==> src/rtl/id_ex_stage.sv <==
// ID/EX pipeline register with EX-side operand forwarding and stall/flush control.
// Forwarding is enabled by defining ID_EX_FORWARD_EN; otherwise stored operands pass straight through.
module id_ex_stage (
   input  logic        CLK,
   input  logic        RST_N,
   input  logic        STALL,
   input  logic        FLUSH,
   input  logic        ID_VALID,
   input  logic [31:0] ID_RS_DATA,
   input  logic [31:0] ID_RT_DATA,
   input  logic [31:0] ID_IMM,
   input  logic        ID_USE_IMM,
   input  logic [4:0]  ID_RS_ADDR,
   input  logic [4:0]  ID_RT_ADDR,
   input  logic [4:0]  ID_RD_ADDR,
   input  logic        ID_REG_WRITE,
   input  logic [4:0]  ID_S,
   input  logic [3:0]  ID_ALUCTR,
   input  logic [1:0]  ID_ALUMOVOP,
   input  logic        EXMEM_REG_WRITE,
   input  logic [4:0]  EXMEM_RD_ADDR,
   input  logic [31:0] EXMEM_RESULT,
   input  logic        MEMWB_REG_WRITE,
   input  logic [4:0]  MEMWB_RD_ADDR,
   input  logic [31:0] MEMWB_RESULT,
   output logic        EX_VALID,
   output logic [31:0] EX_DATA_IN1,
   output logic [31:0] EX_DATA_IN2,
   output logic [4:0]  EX_S,
   output logic [3:0]  EX_ALUCTR,
   output logic [1:0]  EX_ALUMOVOP,
   output logic [4:0]  EX_RD_ADDR,
   output logic        EX_REG_WRITE,
   output logic [31:0] EX_STORE_DATA
);

   logic        r_valid;
   logic [31:0] r_rs_data;
   logic [31:0] r_rt_data;
   logic [31:0] r_imm;
   logic        r_use_imm;
   logic [4:0]  r_rs_addr;
   logic [4:0]  r_rt_addr;
   logic [4:0]  r_rd_addr;
   logic        r_reg_write;
   logic [4:0]  r_s;
   logic [3:0]  r_aluctr;
   logic [1:0]  r_alumovop;

   logic [31:0] w_fwd_rs;
   logic [31:0] w_fwd_rt;

`ifdef ID_EX_FORWARD_EN
   // EX/MEM is the younger producer, so it wins over MEM/WB; $zero is never forwarded.
   function automatic logic [31:0] fwd_sel(input logic [4:0] addr, input logic [31:0] stored);
      logic [31:0] v;
      v = stored;
      if (EXMEM_REG_WRITE && (EXMEM_RD_ADDR != 5'd0) && (EXMEM_RD_ADDR == addr))
         v = EXMEM_RESULT;
      else if (MEMWB_REG_WRITE && (MEMWB_RD_ADDR != 5'd0) && (MEMWB_RD_ADDR == addr))
         v = MEMWB_RESULT;
      return v;
   endfunction

   always_comb begin
      w_fwd_rs = fwd_sel(r_rs_addr, r_rs_data);
      w_fwd_rt = fwd_sel(r_rt_addr, r_rt_data);
   end
`else
   logic w_unused_fwd;
   assign w_unused_fwd = ^{EXMEM_REG_WRITE, EXMEM_RD_ADDR, EXMEM_RESULT,
                           MEMWB_REG_WRITE, MEMWB_RD_ADDR, MEMWB_RESULT,
                           r_rs_addr, r_rt_addr};

   always_comb begin
      w_fwd_rs = r_rs_data;
      w_fwd_rt = r_rt_data;
   end
`endif

   always_ff @(posedge CLK) begin
      if (!RST_N || FLUSH || (!STALL && !ID_VALID)) begin
         r_valid     <= 1'b0;
         r_rs_data   <= '0;
         r_rt_data   <= '0;
         r_imm       <= '0;
         r_use_imm   <= 1'b0;
         r_rs_addr   <= '0;
         r_rt_addr   <= '0;
         r_rd_addr   <= '0;
         r_reg_write <= 1'b0;
         r_s         <= '0;
         r_aluctr    <= '0;
         r_alumovop  <= '0;
      end else if (STALL) begin
         // Capture any forwarded value now so a producer retiring mid-stall is not lost.
         r_rs_data <= w_fwd_rs;
         r_rt_data <= w_fwd_rt;
      end else begin
         r_valid     <= 1'b1;
         r_rs_data   <= ID_RS_DATA;
         r_rt_data   <= ID_RT_DATA;
         r_imm       <= ID_IMM;
         r_use_imm   <= ID_USE_IMM;
         r_rs_addr   <= ID_RS_ADDR;
         r_rt_addr   <= ID_RT_ADDR;
         r_rd_addr   <= ID_RD_ADDR;
         r_reg_write <= ID_REG_WRITE;
         r_s         <= ID_S;
         r_aluctr    <= ID_ALUCTR;
         r_alumovop  <= ID_ALUMOVOP;
      end
   end

   assign EX_VALID      = r_valid;
   assign EX_DATA_IN1   = w_fwd_rs;
   assign EX_DATA_IN2   = r_use_imm ? r_imm : w_fwd_rt;
   assign EX_STORE_DATA = w_fwd_rt;
   assign EX_S          = r_s;
   assign EX_ALUCTR     = r_aluctr;
   assign EX_ALUMOVOP   = r_alumovop;
   assign EX_RD_ADDR    = r_rd_addr;
   assign EX_REG_WRITE  = r_valid & r_reg_write;

endmodule

==> config.mk <==
export PLATFORM = sky130hd
export DESIGN_NAME = id_ex_stage
export DESIGN_NICKNAME = d
export VERILOG_FILES = /design/src/rtl/id_ex_stage.sv
export SDC_FILE = /design/constraint.sdc
export NUM_CORES = 1
export LEC_CHECK = 0
export ABC_AREA = 1
export CAP_MARGIN = 30
export CORE_AREA = 2 2 123 125
export DETAILED_ROUTE_END_ITERATION = 16
export DIE_AREA = 0 0 125 127
export HOLD_SLACK_MARGIN = 0.02
export PLACE_DENSITY_LB_ADDON = 0.1
export SYNTH_ARGS = -nofsm -noshare
export SYNTH_HDL_FRONTEND = slang
export SYNTH_SLANG_ARGS = --single-unit
==> constraint.sdc <==
create_clock -name CLK -period 1.6 [get_ports CLK]
set_input_delay 0.16 -clock CLK [delete_from_list [all_inputs] [get_ports CLK]]
set_output_delay 0.16 -clock CLK [all_outputs]
set_load 0.005 [all_outputs]
Word-level counts from Yosys, hierarchy flattened --
Cells that the tools add are included.
Storage, ports and cells: bits in registers 115, bits of input ports 205, output and inout bits 114, logic and storage cells 18
Operators by class: mux-type cells 1, bitwise gates (word level) 1, reduce and logical (&&, ||, !) cells 6
Operators with widths (number):
- $mux W32 | 1
- $logic_not A1 Y1 | 3
- $logic_or A1 B1 Y1 | 2
- $and A1 B1 Y1 | 1
- $logic_and A1 B1 Y1 | 1

Depth between registers and ports, before layout --
Gate-level depths: netlist of run 1.
depth after elaboration 3, depth in mapped cells 6, depth with buffers taken out 4

Least setup slack after synthesis of run 1 --
No wires, ideal clock.
path type register to output, start point register r_use_imm, end point output port EX_DATA_IN2[0], data arrival time 881 ps, required time 1440 ps, setup slack 559 ps, cell stages (with the launch flop) 5, path buffers 2, cells stage by stage dfxtp_1 > buf_2 > clkbuf_1 > nand2_1 > o21ai_0
Between the ends: cells in the longest elaborated chain, start to end 1
Ends and longest elaborated chain:
- start: declaration | line 41 | logic r_use_imm;
- start signal: assignment | line 87 | r_use_imm <= 1'b0;
- start signal: assignment | line 104 | r_use_imm <= ID_USE_IMM;
- $mux W32 | line 117 | assign EX_DATA_IN2 = r_use_imm ? r_imm : w_fwd_rt;
- end: declaration | line 28 | output logic [31:0] EX_DATA_IN2,
No other way between the ends.

Final worst setup path of run 1 --
start point register r_use_imm, end point output port EX_DATA_IN2[5]
The elaborated chain is that of the path after synthesis.

==> results of run 1 <==
## report_power, final
part           switching [W]  internal (W)  leakage [nW]
clock network        0.00126       0.00219         0.275
registers          0.0000448       0.00294         0.935
logic               0.000399      0.000532          3.65
total                0.00170       0.00567          4.86
## worst max-delay path, cell delays in order (launching register included)
cell and delay, ns:
dfxtp_4 0.35, buf_6 0.12, buf_8 0.13, buf_16 0.15, o21ai_2 0.14, buf_2 0.13
## sequential cells by signal, summed over array words and instances (netlist names)
register       cells
EX_ALUCTR          4
EX_ALUMOVOP        2
EX_DATA_IN1       32
EX_RD_ADDR         5
EX_S               5
EX_STORE_DATA     32
EX_VALID           1
r_imm             32
r_reg_write        1
r_use_imm          1
## cell usage after synthesis
| cell | count |
|---|---|
| nand2_2 | 1 |
| dfxtp_1 | 115 |
| inv_2 | 1 |
| clkbuf_1 | 12 |
| nand2_1 | 148 |
| inv_1 | 263 |
| o21ai_0 | 32 |
| nor2_1 | 345 |
| buf_2 | 32 |
## cell usage in the layout (no fill, tap or decap), drive strengths merged
| cell | synthesis | layout |
|---|---|---|
| buf | 32 | 44 |
| clkbuf | 12 | 26 |
| clkdlybuf4s50 | 0 | 198 |
| clkinv | 0 | 5 |
| dfxtp | 115 | 115 |
| dlygate4sd2 | 0 | 4 |
| dlymetal6s2s | 0 | 1 |
| inv | 264 | 264 |
| nand2 | 149 | 149 |
| nor2 | 345 | 345 |
| o21ai | 32 | 32 |
## cell type report
class	count	area, sq um	area share, %
clock inverters	5	25.0	0.289
flip-flops and latches	115	2310	26.6
clock buffers	25	515	5.95
multi-input cells	526	2110	24.4
well taps	184	230	2.66
repair buffers	248	2480	28.6
inverters	264	991	11.4
## what timing repair did
action                                  CTS  global route
endpoints found under the setup margin   32            24
gates resized for setup                 152            27
pin swaps                                 2             5
setup buffers                             4             0
hold buffers                              0             0
cloned                                    4             0
## worst paths after layout
check                      endpoint              startpoint  slack [ns]  cells past startpoint
max reg2reg  r_use_imm$_SDFFE_PP0N_  r_use_imm$_SDFFE_PP0N_        0.65                      6
max                  EX_DATA_IN2[5]  r_use_imm$_SDFFE_PP0N_       0.008                      5
min reg2reg   EX_VALID$_SDFFE_PP0N_   EX_VALID$_SDFFE_PP0N_        0.52                      2
min           EX_VALID$_SDFFE_PP0N_                   STALL        0.17                      4
## routing by layer
layer | share of wire [%] | GRT usage, % | wire length [microns] | up-vias
met3 | 9.3 | 7.45 | 1340 | 23
met5 | 0 | 0 | 0 | -
met4 | 1.9 | 7.52 | 278 | 0
met1 | 44 | 22.9 | 6410 | 2298
li1 | - | - | - | 3043
met2 | 45 | 30.1 | 6470 | 161
## stage by stage
step / TNS [ns] / setup slack, ns / instance area (sq um) / util, %
final: 0 / 0.00843 / 8660 / 60.1
after CTS: -0.0000685 / -0.0000685 / 8620 / 59.8
after detailed placement: 0 / 0.143 / 8010 / 55.5
after floorplan: 0 / 0.559 / 5520 / -
after global placement: 0 / 0.144 / 8010 / 55.5
after global routing: -0.343 / -0.0465 / 8660 / 60.1
## kinds of logic after synthesis
logic type | after synthesis | share of synthesized area (%)
AO/OA/AOI/OAI | 32 | 2.90
buffers and inverters | 308 | 21.7
flip-flops | 115 | 41.7
AND/OR/NAND/NOR | 494 | 33.7
==> flow_metrics.env, run 1 <==
export IMPL_grt_max_degree=71
export IMPL_gp_routability_congestion=0.742
export IMPL_initial_core_util_pct=38.2
export IMPL_timing_max_transition_violations_final=0
export IMPL_drc=0
export IMPL_syn_avg_cell_area_sq_um=5.81
export IMPL_outcome="finished clean"
export IMPL_slew_limit_headroom_pct=76.0
export IMPL_yosys_top_cells_area="dfxtp_1 (42%), nor2_1 (23%), inv_1 (18%), nand2_1 (10%), buf_2 (2.9%)"
export IMPL_cts_tree="yes"
export IMPL_std_cell_rows=44
export IMPL_fin_crit_ns=1.59
export IMPL_p_total_w=0.00737
export IMPL_fin_crit_sh_pct=99.5
export IMPL_max_freq_ghz=0.628
export IMPL_layout_drive_gt1_share_pct=8.62
export IMPL_fin_worst_skew_ns=0
export IMPL_yosysSeqAreaShare_pct=41.7
export IMPL_syn_cell_area_sq_um=5520
export IMPL_numCtsBuffers=17
export IMPL_final_hold_viol_count=0
export IMPL_layoutNonFillerInstCount=1367
export IMPL_clock_tree_htree_level_count=4
export IMPL_grt_util_all_layers_pct=18.8
export IMPL_timing_worst_slew_pin_value_ns=0.360
export IMPL_wire_length_of_the_first_global_routing_pass_microns=24000
export IMPL_worstSetupPathType="flip-flop to output port"
export IMPL_insertion_delay_ns=0.41
export IMPL_ys_seq_elements=115
export IMPL_ys_warnings_count=0
export IMPL_worst_hold_slack_after_final_layout_ns=0.167
export IMPL_irDropWorstVdd_mv=0.602
export IMPL_synthCells=949
export IMPL_numPortBuffers=232
export IMPL_ios=319
export IMPL_dr_first_iter_drc_count=325
export IMPL_grt_ovfl_total=0
export IMPL_clock_input_transition_at_the_sequential_cells_of_the_worst_setup_and_hold_paths_ns=0.05
export IMPL_areaGrowthSynthToFinish_pct=57.1
export IMPL_die_h_microns=127
export IMPL_cts_sink_count=115
export IMPL_final_nets=1377
export IMPL_total_power_per_unit_cell_area_nw_per_um2=850
export IMPL_leak_nw=4.86
export IMPL_die_area_sq_um=15900
export IMPL_dp_hpwl_microns=9350
export IMPL_antenna_cells=0
export IMPL_via_count_of_the_routed_design=5525
export IMPL_number_of_maximum_capacitance_constraint_violations=0
export IMPL_die_width_microns=125
export IMPL_post_synth_num_cell_types=9
export IMPL_ctsRootBufferMaster="clkbuf_16"
export IMPL_syn_num_nets=1154
export IMPL_category_of_the_worst_setup_path_launch_point="flip-flop"
export IMPL_drt_wirelength_per_cell_microns=10.6
export IMPL_dp_cells=1329
export IMPL_synth_area_leader_cell="dfxtp_1"
export IMPL_fp_coreArea_sq_um=14400
export IMPL_filler_cell_count=1419
export IMPL_post_synth_top_area_fraction_pct=41.7
export IMPL_grt_antenna_before_repair=0
export IMPL_finalSetupViolCount=0
export IMPL_firstDrtPassIters=5
export IMPL_critical_path_endpoint_type="output port"
export IMPL_vias_in_the_first_global_route=4982
export IMPL_finalWirelength_microns=14500
export IMPL_postRouteAntennaNets=0
export IMPL_vias_per_cell=4.04
export IMPL_critical_path_required_ns=1.44
export IMPL_cts_buffer_depth=2
export IMPL_min_path_type="primary input to flip-flop"
export IMPL_cp_data_arrival_time_ns=1.43
export IMPL_rsz0062_at_grt="yes"
export IMPL_largest_driver_fanout_on_the_critical_path=9
No activity file was read; power rests on OpenSTA's default activity.
==> run 2: changes to the inputs <==
- PLACE_DENSITY: not set -> 0.79
- PLACE_DENSITY_LB_ADDON: 0.1 -> not set
==> run 2 against run 1 <==
Compared with the run above: the run now ends with negative setup slack left; die area unchanged; critical path type unchanged; clock-buffer cell count decreased by 2; highest routed layer unchanged; sequential share of layout area decreased by 0.20 points; clock power rose by 21%.
==> flow_metrics.env, run 2 (synthesized netlist as in run 1, its figures left out) <==
export IMPL_outcome="complete, but fails checks"
export IMPL_failing_checks="negative setup slack"
export IMPL_via_count_of_the_routed_design=5622
export IMPL_fin_crit_sh_pct=101
export IMPL_final_design_area_excluding_fillers_sq_um=8730
export IMPL_ios=319
export IMPL_dp_hpwl_microns=10000
export IMPL_dr_first_iter_drc_count=275
export IMPL_grt_util_all_layers_pct=18.6
export IMPL_number_of_maximum_capacitance_constraint_violations=0
export IMPL_vias_in_the_first_global_route=5139
export IMPL_clock_power_share_pct=51.6
export IMPL_timing_worst_slew_pin_value_ns=0.557
export IMPL_ctsRootBufferMaster="clkbuf_16"
export IMPL_worstSetupPathType="flip-flop to output port"
export IMPL_timing_final_ws_setup_ns=-0.0184
export IMPL_grt_antenna_before_repair=1
export IMPL_pwr_share_comb_pct=11.4
export IMPL_commonest_non_fill_non_tap_cell_in_the_layout="nor2_1"
export IMPL_reg2reg_from="r_use_imm$_SDFFE_PP0N_"
export IMPL_finalSetupViolCount=6
export IMPL_cp_data_arrival_time_ns=1.46
export IMPL_initial_core_util_pct=38.2
export IMPL_cts_post_setup_buffers_inserted=0
export IMPL_category_of_the_worst_setup_path_launch_point="flip-flop"
export IMPL_finalWirelength_microns=14800
export IMPL_grt_ovfl_total=0
export IMPL_final_nets=1373
export IMPL_clock_tree_htree_level_count=4
export IMPL_postPlaceCellArea_sq_um=8010
export IMPL_rsz0062_at_grt="yes"
export IMPL_drc=0
export IMPL_timing_hold_worst_start="STALL"
export IMPL_die_width_microns=125
export IMPL_cp_startpoint="r_use_imm$_SDFFE_PP0N_"
export IMPL_internal_power_w=0.00635
export IMPL_cts_sink_count=115
export IMPL_fin_worst_skew_ns=0
export IMPL_std_cell_rows=44
export IMPL_fin_crit_ns=1.62
export IMPL_numPortBuffers=232
export IMPL_total_power_per_unit_cell_area_nw_per_um2=926
export IMPL_switching_share_pct=21.4
export IMPL_final_hold_viol_count=0
export IMPL_critical_path_required_ns=1.44
export IMPL_switchingPower_w=0.00173
export IMPL_wire_length_of_the_first_global_routing_pass_microns=24000
export IMPL_areaGrowthSynthToFinish_pct=58.3
export IMPL_drt_wirelength_per_cell_microns=10.8
export IMPL_grt_max_degree=123
export IMPL_timing_max_transition_violations_final=0
export IMPL_insertion_delay_ns=0.40
export IMPL_final_util_pct=60.5
export IMPL_vias_per_cell=4.12
export IMPL_min_path_type="primary input to flip-flop"
export IMPL_irDropWorstVdd_mv=0.597
export IMPL_power_frac_seq_pct=37.0
export IMPL_leak_nw=4.81
export IMPL_firstDrtPassIters=4
export IMPL_max_freq_ghz=0.618
export IMPL_numCtsBuffers=17
export IMPL_cts_buffer_depth=2
export IMPL_postRouteAntennaNets=0
export IMPL_layout_drive_gt1_share_pct=6.77
export IMPL_cts_tree="yes"
export IMPL_fp_coreArea_sq_um=14400
export IMPL_mostFrequentLayoutCells="nor2_1 (345), inv_1 (263), clkdlybuf4s50_1 (198)"
export IMPL_critical_path_endpoint_type="output port"
export IMPL_die_area_sq_um=15900
export IMPL_gp_routability_congestion=0.808
export IMPL_clock_input_transition_at_the_sequential_cells_of_the_worst_setup_and_hold_paths_ns=0.05
export IMPL_largest_driver_fanout_on_the_critical_path=19
export IMPL_slew_limit_headroom_pct=62.9
export IMPL_die_h_microns=127
-- run 2: cell types whose count changed in the layout (fill, tap and decap cells not counted), sizes merged, moves of 3 or more --
cell,delta
buf,-25
bufinv,+5
clkdlybuf4s15,+13
clkinv,-3
dlygate4sd2,+3
-- run 2: power groups by stage --
stage          Combinational (W)  Clock (W)  Sequential [W]
2_1_floorplan           0.000397          0         0.00305
3_5_place_dp            0.000923          0         0.00305
4_1_cts                 0.000933    0.00427         0.00299
3_3_place_gp            0.000914          0         0.00305
6_report                0.000924    0.00417         0.00299
5_1_grt                  0.00104    0.00439         0.00300
-- run 2: final cells by class --
class | instances | area [sq um]
inverters | 264 | 991
clock buffers | 23 | 478
flip-flops and latches | 115 | 2310
multi-input cells | 526 | 2070
clock inverters | 9 | 175
diodes | 1 | 2.50
fillers | 1327 | 5690
well taps | 184 | 230
repair buffers | 244 | 2470
-- run 2: final timing paths --
path	to	slack (ns)	depth (start not counted)
worst max-delay path	EX_DATA_IN2[11]	-0.02	3
worst min-delay path	EX_VALID$_SDFFE_PP0N_	0.12	4
worst max register to register	r_use_imm$_SDFFE_PP0N_	0.57	5
worst min register to register	EX_VALID$_SDFFE_PP0N_	0.50	2
-- run 2: critical path, cell delays in order (launching register included) --
cell	delay (ns)
dfxtp_4	0.37
bufbuf_16	0.31
o21ai_2	0.15
clkdlybuf4s15_2	0.22
-- run 2: per-stage QoR --
stage	setup WS (ns)	TNS (ns)	cells	hold slack [ns]	power (W)
floorplan	0.559	0	949	0.329	0.00344
global placement	0.152	0	1331	0.499	0.00396
detailed placement	0.165	0	1331	0.510	0.00397
CTS	-0.0610	-0.504	1365	0.114	0.00819
global route	-0.0800	-0.814	1366	0.162	0.00843
finish	-0.0184	-0.0601	1366	0.122	0.00808
-- run 2: metal layers --
metal,part of all wire (%),wire length [microns],track usage [%],vias up
met4,2.4,360,7.91,0
met5,0,0,0,-
met2,45,6730,31.5,189
met3,9.3,1380,7.33,22
met1,43,6330,20.9,2375
li1,-,-,-,3036
-- run 2: what timing repair did --
item	4_1_cts	5_1_grt
hold buffers	0	0
gates resized for setup	108	16
setup endpoints to repair	32	20
cloned	2	0
